**src/rtl/rvvi_retire_queue.sv**
```systemverilog
// rvvi_retire_queue
//   Accepts up to NRET retired-instruction records per cycle, packs the valid
//   lanes into consecutive slots of a DEPTH-entry FIFO and presents them one at
//   a time on a single-lane stream with a running 64-bit retire order number.
//
// Ports
//   clk, reset            clock; asynchronous active-high reset
//   flush                 synchronous queue clear (order number is kept)
//   in_valid/insn/pc/     NRET-lane retire group; lane i occupies slice i
//   in_trap/in_mode
//   in_ready              room for a full NRET group (depends on count only)
//   out_valid/out_ready   head handshake
//   out_insn/pc/trap/mode head record, zero while the queue is empty
//   out_order             order number of the head record (starts at 1)
//   count                 occupied entries
module rvvi_retire_queue #(
  parameter int XLEN  = 64,
  parameter int NRET  = 2,
  parameter int DEPTH = 8
) (
  input  logic                      clk,
  input  logic                      reset,
  input  logic                      flush,
  input  logic [NRET-1:0]           in_valid,
  input  logic [NRET*32-1:0]        in_insn,
  input  logic [NRET*XLEN-1:0]      in_pc,
  input  logic [NRET-1:0]           in_trap,
  input  logic [NRET*2-1:0]         in_mode,
  output logic                      in_ready,
  output logic                      out_valid,
  input  logic                      out_ready,
  output logic [31:0]               out_insn,
  output logic [XLEN-1:0]           out_pc,
  output logic                      out_trap,
  output logic [1:0]                out_mode,
  output logic [63:0]               out_order,
  output logic [$clog2(DEPTH):0]    count
);

  localparam int AW = $clog2(DEPTH);
  localparam int CW = AW + 1;
  // Highest occupancy that still leaves room for a whole NRET group.
  localparam logic [CW-1:0] READY_MAX = CW'(DEPTH - NRET);

  logic [31:0]     r_insn [DEPTH];
  logic [XLEN-1:0] r_pc   [DEPTH];
  logic            r_trap [DEPTH];
  logic [1:0]      r_mode [DEPTH];

  logic [AW-1:0]   r_wp;
  logic [AW-1:0]   r_rp;
  logic [CW-1:0]   r_count;
  logic [63:0]     r_order;

  logic            w_push;
  logic            w_pop;
  logic [CW-1:0]   w_npush;
  logic [AW-1:0]   w_idx [NRET];

  // Each valid lane lands at wp plus the number of valid lanes below it, so
  // gaps in in_valid never leave holes in the FIFO.
  always_comb begin
    w_npush = '0;
    for (int i = 0; i < NRET; i++) begin
      w_idx[i] = r_wp + w_npush[AW-1:0];
      w_npush  = w_npush + CW'(in_valid[i]);
    end
  end

  assign in_ready  = (r_count <= READY_MAX);
  assign out_valid = (r_count != '0);
  assign w_push    = in_ready & (|in_valid);
  assign w_pop     = out_valid & out_ready;

  always_ff @(posedge clk or posedge reset) begin
    if (reset) begin
      r_wp    <= '0;
      r_rp    <= '0;
      r_count <= '0;
      r_order <= 64'd1;
    end else if (flush) begin
      r_wp    <= '0;
      r_rp    <= '0;
      r_count <= '0;
    end else begin
      if (w_push) r_wp <= r_wp + w_npush[AW-1:0];
      if (w_pop) begin
        r_rp    <= r_rp + AW'(1);
        r_order <= r_order + 64'd1;
      end
      r_count <= r_count + (w_push ? w_npush : '0) - (w_pop ? CW'(1) : '0);
    end
  end

  // Storage carries no reset; stale slots are masked by count.
  always_ff @(posedge clk) begin
    if (w_push && !flush) begin
      for (int i = 0; i < NRET; i++) begin
        if (in_valid[i]) begin
          r_insn[w_idx[i]] <= in_insn[32*i +: 32];
          r_pc[w_idx[i]]   <= in_pc[XLEN*i +: XLEN];
          r_trap[w_idx[i]] <= in_trap[i];
          r_mode[w_idx[i]] <= in_mode[2*i +: 2];
        end
      end
    end
  end

  assign out_insn  = out_valid ? r_insn[r_rp] : '0;
  assign out_pc    = out_valid ? r_pc[r_rp]   : '0;
  assign out_trap  = out_valid ? r_trap[r_rp] : 1'b0;
  assign out_mode  = out_valid ? r_mode[r_rp] : '0;
  assign out_order = r_order;
  assign count     = r_count;

endmodule

```
**config.mk**
```make
export PLATFORM = sky130hd
export DESIGN_NAME = rvvi_retire_queue
export DESIGN_NICKNAME = d
export VERILOG_FILES = /design/src/rtl/rvvi_retire_queue.sv
export SDC_FILE = /design/constraint.sdc
export NUM_CORES = 1
export LEC_CHECK = 0
export ABC_AREA = 0
export BUFFER_PORTS_ARGS = -buffer_cell sky130_fd_sc_hd__buf_2
export CAP_MARGIN = 20
export CORE_MARGIN = 10
export CORE_UTILIZATION = 60
export DETAILED_ROUTE_END_ITERATION = 7
export GPL_TIMING_DRIVEN = 1
export PLACE_DENSITY = 0.9
export SLEW_MARGIN = 20
export SYNTH_ARGS = -nofsm -noshare
export SYNTH_HDL_FRONTEND = slang
export SYNTH_SLANG_ARGS = --single-unit
```
**constraint.sdc**
```tcl
create_clock -name clk -period 11.5 [get_ports clk]
set_clock_uncertainty 0.2 [all_clocks]
set_input_delay 2.3 -clock clk [delete_from_list [all_inputs] [get_ports clk]]
set_output_delay 2.3 -clock clk [all_outputs]
set_load 0.05 [all_outputs]
```
Yosys cells after proc, flatten, opt, wreduce, memory -nomap -nowiden
Memory sizes are Yosys's and may differ from the RTL's.
Cells that the tools add are included.
- bitwise gates (word level): 3
- $lt $le $gt $ge: 1
- reduce and logical (&&, ||, !) cells: 7
- add/sub/neg operators: 7
- multiplexer cells: 17
- operators by type and width (operator ; count):
    $add 64x1->64 const B ; 1
    $mux 64 ; 1
    $mux 32 ; 1
    $mux 3 ; 4
    $mux 1 ; 8
    $add 4x2->4 ; 1
    $le 4x3->1 const B ; 1
    $mux 2 ; 2
    $mux 4 ; 1
    $reduce_bool 2->1 ; 2
    $reduce_bool 4->1 ; 1
    $sub 4x1->4 ; 1
    $add 3x1->3 ; 1
    $add 3x1->3 const B ; 1
    $add 3x2->3 ; 1
    $add 1x1->2 ; 1
    $and 1x1->1 ; 2
    $reduce_and 2->1 ; 1
    $reduce_or 2->1 ; 1
    $logic_and 1x1->1 ; 1
    $logic_not 1->1 ; 1
    $not 1->1 ; 1
- memories kept: 4
- register bits: 74
- input port bits: 204
- memory bits (writable): 792
- memories (name ; depth ; bits a word ; read ports ; clocked after memory_dff ; write ports ; line ; text):
    r_pc ; 8 ; 64 ; 1 ; 0 ; 2 ; 46 ; logic [XLEN-1:0] r_pc [DEPTH];
    r_insn ; 8 ; 32 ; 1 ; 0 ; 2 ; 45 ; logic [31:0] r_insn [DEPTH];
    r_mode ; 8 ; 2 ; 1 ; 0 ; 2 ; 48 ; logic [1:0] r_mode [DEPTH];
    r_trap ; 8 ; 1 ; 1 ; 0 ; 2 ; 47 ; logic r_trap [DEPTH];

Longest topological paths before layout
Gate-level depths: netlist of run 1.
- depth after elaboration: 6
- gate-level depth with buffers: 14

Least setup slack after synthesis of run 1
OpenSTA, ideal clock, no wires.
- path type: in2reg
- from: input port in_valid[0]
- to: memory r_insn[2][0], enable pin
- buffers on the path: 1
- cell stages on the path: 6
- data required time: 10.598 ns
- data arrival time: 10.367 ns
- slack: 0.231 ns
- cell sequence: inv_1 -> ha_1 -> a211oi_2 -> buf_2 -> nand2b_1 -> o31ai_1
- RTL lines (element ; line ; text):
    from (decl) ; 24 ; input logic [NRET-1:0] in_valid,
    to (decl) ; 45 ;

Worst setup path in the final report of run 1
- from: register r_rp[1]
- to: output port out_pc[50]
- word-level cells in the longest chain between the ends: 2
- ends and longest elaborated chain (element ; line ; text):
    from (decl) ; 51 ; logic [AW-1:0] r_rp;
    from (signal assigned) ; 88 ; r_rp <= r_rp + AW'(1);
    $mem_v2 8x64 ; n/a ;
    $mux 64 ; 110 ; assign out_pc = out_valid ? r_pc[r_rp] : '0;
    to (decl) ; 33 ; output logic [XLEN-1:0] out_pc,
Every way passes these cells.

==> results by group, run 1 <==
Clocking
  • CTS tree: done
  • Clock Sink Count: 866
  • Post-CTS setup buffers: 0
  • PostCTS Resize Cnt: 0
  • Clock transition at path regs: 60 ps
  • H-tree Lvls: 3
  • Clk_lat worst skew: 650 ps
  • Max Root-Sink Buffers: 3
  • TritonCTS buffer count: 88
  • CTS Root Cell: clkbuf_16
  • Hold buffers post-CTS: 0

Critical path
  • Cells on worst reg2reg path: 10
  • Crit start category: flop
  • Reg-to-Reg End: r_pc[5][23]
  • Reg2Reg Launch Point: count[3]
  • Worst EP arrival: 4440 ps
  • Worst endpoint required time: 9000 ps
  • Crit path capture type: output port
  • FF-to-FF setup slack: 6230 ps
  • Critical Path Start: r_rp[1]
  • Setup Crit Path Kind: reg2out
  • Worst-path fanout max: 67
  • Worst Setup EP: out_pc[50]

Min path
  • Hold Crit Class: reg2reg

Synthesis
  • Post-synthesis sequential element count: 866
  • Cell count after synthesis: 2522
  • Syn nets: 2742
  • Synth Flop Type: edfxtp_1
  • Cell Area, Synth: 43100 sq um
  • Post-synth top area cell: edfxtp_1
  • EDFF count, synth: 792
  • Seq/Total Area, Yosys: 59.4%
  • Async SR Flop Fraction: 8.55%
  • Top-count cell post-synth: mux2_2
  • Synth cell count leaders: 793 x mux2_2, 792 x edfxtp_1, 198 x mux4_2, 135 x nor2_1, 100 x mux2i_1
  • Top cell type's share of synthesized area: 55.1%
  • Mean Syn Cell Area: 17.1 sq um
  • Synth unique cells: 45
  • Ys Warns: 0
  • Largest cells by area after synthesis: edfxtp_1 55%, mux2_2 21%, mux4_2 10%

Cells and area
  • Nets: 3086
  • Non-filler instance count after layout: 3925
  • Share of cells above drive strength 1: 53.2%
  • Layout area overhead: 13.5%
  • Layout Utilization: 68.6%
  • Fillers: 4430

STA
  • Worst Max-Slew Pin Slew: 1160 ps
  • Post-layout min period: 6940 ps
  • Final hold vios: 0
  • Final period util: 60.3%
  • Slew headroom: 22.6%
  • Final worst slack: 4560 ps
  • Slew Limit Fails: 0
  • Setup TNS: 0 ps
  • Fmax: 0.144 GHz
  • Final setup fails: 0
  • RSZ-0062 raised after global routing: no

Route
  • Remaining DRCs: 0
  • DRT iter0 DRCs: 2504
  • Post-DR vias/cell: 6.56
  • Final ANT Viol Nets: 0
  • Drt pass-1 iters: 5
  • Routed wire per std cell: 29.4 um
  • Final WL: 115000 um
  • Via Count: 25700

Floorplan
  • Num ports: 373
  • Die Footprint: 83000 sq um
  • DIE HEIGHT: 288 um
  • Core area: 71400 sq um
  • Die width: 288 um
  • Initial core utilization: 60.4%
  • Rows: 98

GRT
  • Total Routing Usage GR: 27.5%
  • Largest net degree at the start of global routing: 98
  • Total gr overflow: 0
  • Vias in the first global route: 27300
  • First-pass GRT wire length: 173000 um
  • Initial antenna violation count: 55

Placement
  • Routability cong.: 0.883
  • DPL Wire Length: 67100 um
  • Inst Count DP: 3726
  • I/O Buffers: 372
  • Place WS: 4380 ps

Pwr
  • Peak VDD IR: 0.000192 V
  • Leak: 0.0170 uW
  • Pwr dens: 201 nW/um^2
  • Pwr Total: 9850 uW

Outcome
  • Outcome: completed

Flow run
  • MaxCap Viol Count: 0
final cells by class:
type | count | area, sq um | area share, %
sequential | 866 | 25600 | 52.4
clock buffer | 112 | 2360 | 4.81
timing repair buffer | 410 | 2160 | 4.41
inverter | 21 | 78.8 | 0.161
clock inverter | 52 | 548 | 1.12
antenna | 35 | 87.6 | 0.179
multi-input combinational | 1479 | 16900 | 34.5
tap | 950 | 1190 | 2.43
cells by family (layout without fill, tap and decap cells):
logic type / Yosys count / in the layout / synth area share (%)
buf+inv: 177 / 595 / 1.82
flops: 866 / 866 / 59.4
fa+ha+maj: 16 / 16 / 0.499
xor+xnor: 70 / 70 / 1.42
other cells: 0 / 35 / 0
simple gates: 288 / 288 / 3.26
compound gates: 14 / 14 / 0.215
mux: 1091 / 1091 / 33.4
worst max-delay path, stage by stage (launching register included):
cell and delay (ps):
dfrtp_4 800, buf_4 800, buf_4 910, mux4_2 430
mux2i_1 310, nor2_1 120, buf_2 270
state kept, by name (all words and copies together), names as in the netlist:
signal,flops
r_trap,8
out_order,64
r_wp,3
count,4
r_mode,16
r_pc,512
r_insn,256
r_rp,3
layout by cell type (no fill, tap or decap), types with 2 or more instances in the layout:
master      count
a21oi_1         3
and3_1          4
and4_1          4
buf_2         372
buf_4          37
bufinv_16      11
clkbuf_1       21
clkbuf_16      91
clkinv_1       14
clkinv_2       20
clkinvlp_4      3
dfrtp_1        70
dfrtp_4         3
diode_2        35
edfxtp_1      792
fa_1            2
ha_1           14
inv_1          20
inv_6           3
mux2_2        793
mux2i_1       100
mux4_2        198
nand2_1        38
nand2_4         4
nand2b_1        2
nand3_1        31
nand3_2         2
nand3_4         4
nand3b_1        3
nand4_1        21
nand4b_1        2
nor2_1        135
nor2b_1         4
nor3_1         15
nor4_1          5
nor4b_2         2
o21ai_4         4
o31ai_4         4
xnor2_1        49
xor2_1         21
stage by stage:
stage          hold WS, ps  cell area, sq um
3_3_place_gp           250             46000
4_1_cts                283             48900
6_report               283             49000
3_5_place_dp           272             46000
5_1_grt                306             48900
2_1_floorplan          353             43100
layer usage:
layer | up-vias | share of wire, % | GRT usage, %
li1 | 10800 | - | -
met1 | 13200 | 37 | 34.2
met2 | 1419 | 50 | 46.3
met3 | 260 | 9.1 | 6.20
met4 | 40 | 3.3 | 11.6
met5 | - | 0.23 | 0
worst min-delay path by stage:
stage,startpoint,endpoint,slack [ps],cells after the start
4_1_cts,out_order[63],out_order[63],280,1
5_1_grt,out_order[62],out_order[62],310,1
2_1_floorplan,r_wp[0],r_wp[0],350,2
3_5_place_dp,out_order[63],out_order[63],270,1
6_report,out_order[63],out_order[63],280,1
3_3_place_gp,out_order[63],out_order[63],250,1
where the power goes:
part / switching (uW) / internal (uW) / total (uW)
logic: 2110 / 1030 / 3140
registers: 109 / 3680 / 3790
clock network: 1210 / 1700 / 2910
total: 3430 / 6420 / 9850
No activity file was read; power rests on OpenSTA's default activity.
==> run 2: changes to the inputs <==
--- a/config.mk
+++ b/config.mk
@@ -9,10 +9,10 @@
 export BUFFER_PORTS_ARGS = -buffer_cell sky130_fd_sc_hd__buf_2
 export CAP_MARGIN = 20
 export CORE_MARGIN = 10
-export CORE_UTILIZATION = 60
+export CORE_UTILIZATION = 55
 export DETAILED_ROUTE_END_ITERATION = 7
 export GPL_TIMING_DRIVEN = 1
-export PLACE_DENSITY = 0.9
+export PLACE_DENSITY = 0.87
 export SLEW_MARGIN = 20
 export SYNTH_ARGS = -nofsm -noshare
 export SYNTH_HDL_FRONTEND = slang
==> constraint.sdc (replaced) <==
create_clock -name clk -period 6 [get_ports clk]
set_clock_uncertainty 0.2 [all_clocks]
set_input_delay 1.2 -clock clk [delete_from_list [all_inputs] [get_ports clk]]
set_output_delay 1.2 -clock clk [all_outputs]
set_load 0.05 [all_outputs]
==> run 2 against run 1 <==
Compared with the run above:
- global-route usage decreased by 2.2 points
- cell area rose by 0.78%
- sequential share of layout area decreased by 0.40 points
- critical path depth is 1 lower
- non-clock buffer count is 8 higher
- die area up 8.4%
- setup slack lost 3400 ps
- first-iteration DRC count increased by 1.8%
- highest routed layer unchanged
- clock-buffer cell count is 4 higher
- sequential power up 93%
==> results by group, run 2 (synthesized netlist as in run 1, its figures left out) <==
Flow run
  • MaxCap Viol Count: 0 (unchanged)

Critical path
  • CP max-delay cell: dfrtp_4
  • Critical Path Start: r_rp[0]
  • CP Cell Sequence: buf_4 -> mux4_2 -> mux2i_1 -> nor2_1 -> buf_2
  • Slowest stage delay, CP: 940 ps (+30 ps)
  • Reg-to-Reg End: r_pc[2][1]
  • WP depth: 5 (-1)
  • FF-to-FF setup slack: 2120 ps (-4110 ps)
  • Crit start category: flop
  • Delay-heaviest family, CP: flip-flops
  • Cells on worst reg2reg path: 8 (-2)
  • Setup Crit Path Kind: reg2out
  • Reg2Reg Launch Point: count[3]
  • Worst EP arrival: 3430 ps (-1010 ps)
  • Worst endpoint required time: 4600 ps (-4400 ps)
  • Worst-path fanout max: 35 (-48%)
  • Crit path capture type: output port
  • Worst Setup EP: out_pc[5]
  • Worst Path Buf+Inv: 2 (-1)

GRT
  • Vias in the first global route: 27200 (-0.19%)
  • Total gr overflow: 0 (unchanged)
  • Total Routing Usage GR: 25.3% (-2.2 points)
  • Initial antenna violation count: 53 (-3.6%)
  • Largest net degree at the start of global routing: 100 (+2.0%)
  • First-pass GRT wire length: 174000 um (+0.36%)

STA
  • Final setup fails: 0 (unchanged)
  • Worst Max-Slew Pin Slew: 1060 ps (-102 ps)
  • Fmax: 0.207 GHz
  • Final worst slack: 1170 ps (-3390 ps)
  • RSZ-0062 raised after global routing: no
  • Slew Limit Fails: 0 (unchanged)
  • Slew headroom: 29.4% (+6.8 points)
  • Final hold vios: 0 (unchanged)
  • Final period util: 80.5%
  • Post-layout min period: 4830 ps

Route
  • Final ANT Viol Nets: 0 (unchanged)
  • Via Count: 25500 (-0.87%)
  • Final WL: 115000 um (-0.37%)
  • Drt pass-1 iters: 5 (unchanged)
  • Remaining DRCs: 0 (unchanged)
  • DRT iter0 DRCs: 2550 (+1.8%)
  • Routed wire per std cell: 28.6 um (-2.7%)
  • Post-DR vias/cell: 6.35 (-3.2%)

Floorplan
  • DIE HEIGHT: 300 um (+4.1%)
  • Num ports: 373 (unchanged)
  • Rows: 102 (+4.1%)
  • Core area: 77600 sq um (+8.7%)
  • Initial core utilization: 55.6% (-4.9 points)
  • Die Footprint: 90000 sq um (+8.4%)
  • Die width: 300 um (+4.1%)

Clocking
  • CTS tree: done
  • PostCTS Resize Cnt: 0 (unchanged)
  • Clk_lat worst skew: 630 ps (-20 ps)
  • Clock Sink Count: 866 (unchanged)
  • CTS Root Cell: clkbuf_16
  • TritonCTS buffer count: 89 (+1.1%)
  • H-tree Lvls: 3 (unchanged)
  • Hold buffers post-CTS: 0 (unchanged)
  • Post-CTS setup buffers: 0 (unchanged)
  • Clock transition at path regs: 60 ps (about the same)
  • Max Root-Sink Buffers: 3 (unchanged)

Pwr
  • Peak VDD IR: 0.000344 V (+80%)
  • Pwr Total: 18900 uW (+92%)
  • Pwr dens: 382 nW/um^2 (+90%)
  • Leak: 0.0171 uW (+0.60%)

Placement
  • Place WS: 1510 ps (-2870 ps)
  • Routability cong.: 0.887 (+0.51%)
  • DPL Wire Length: 64100 um (-4.5%)
  • I/O Buffers: 372 (unchanged)

Cells and area
  • Nets: 3095 (+0.29%)
  • Layout area overhead: 14.4%
  • Commonest non-fill, non-tap cell in the layout: mux2_2
  • Share of cells above drive strength 1: 53.2% (-0.077 points)
  • Most frequent cells in the layout: 793 x mux2_2, 792 x edfxtp_1, 372 x buf_2
  • Max reg flops: 512 (unchanged)

Min path
  • Hold-critical path depth: 1 (unchanged)
  • Hold Crit Class: reg2reg

Outcome
  • Outcome: completed
run 2: changes by cell type in the layout (fill, tap and decap cells not counted), sizes merged:
| cell | before | now |
|---|---|---|
| clkinv | 35 | 38 |
| diode | 35 | 30 |
| clkinvlp | 3 | 1 |
| bufinv | 11 | 8 |
| buf | 410 | 418 |
| clkbuf | 112 | 116 |
| inv | 24 | 22 |
run 2: how the worst min path moves through the flow:
stage               endpoint  slack [ps]           from
3_3_place_gp   out_order[63]         260  out_order[63]
2_1_floorplan        r_wp[0]         350        r_wp[0]
6_report       out_order[63]         260  out_order[63]
5_1_grt        out_order[63]         290  out_order[63]
3_5_place_dp   out_order[63]         260  out_order[63]
4_1_cts        out_order[63]         270  out_order[63]
run 2: power breakdown:
group	leakage (uW)	internal, uW	switching (uW)
clock	0.00141	3180	2300
combinational	0.00756	2040	4040
sequential	0.00816	7050	245
run 2: per-stage QoR:
step           instance area, sq um  cells  hold slack [ps]  TNS (ps)  util [%]
2_1_floorplan                 43200   2522              353   -895920         -
3_3_place_gp                  46400   3824              258         0      59.8
3_5_place_dp                  46400   3824              258         0      59.8
4_1_cts                       49300   3988              269         0      63.5
5_1_grt                       49300   4014              291         0      63.6
6_report                      49300   4018              263         0      63.6
run 2: routing by layer:
metal  GRT usage, %  part of all wire [%]
met1           31.9                    38
met2           42.7                    51
met3           5.91                   8.3
met4           8.49                   2.7
met5              0                  0.26
run 2: area by class of cell:
cell class | count | area [sq um]
multi-input cells | 1479 | 16900
fillers | 5328 | 28200
repair buffers | 418 | 2460
well taps | 1040 | 1300
clock inverters | 48 | 474
diodes | 30 | 75.1
flip-flops and latches | 866 | 25600
inverters | 21 | 78.8
clock buffers | 116 | 2410
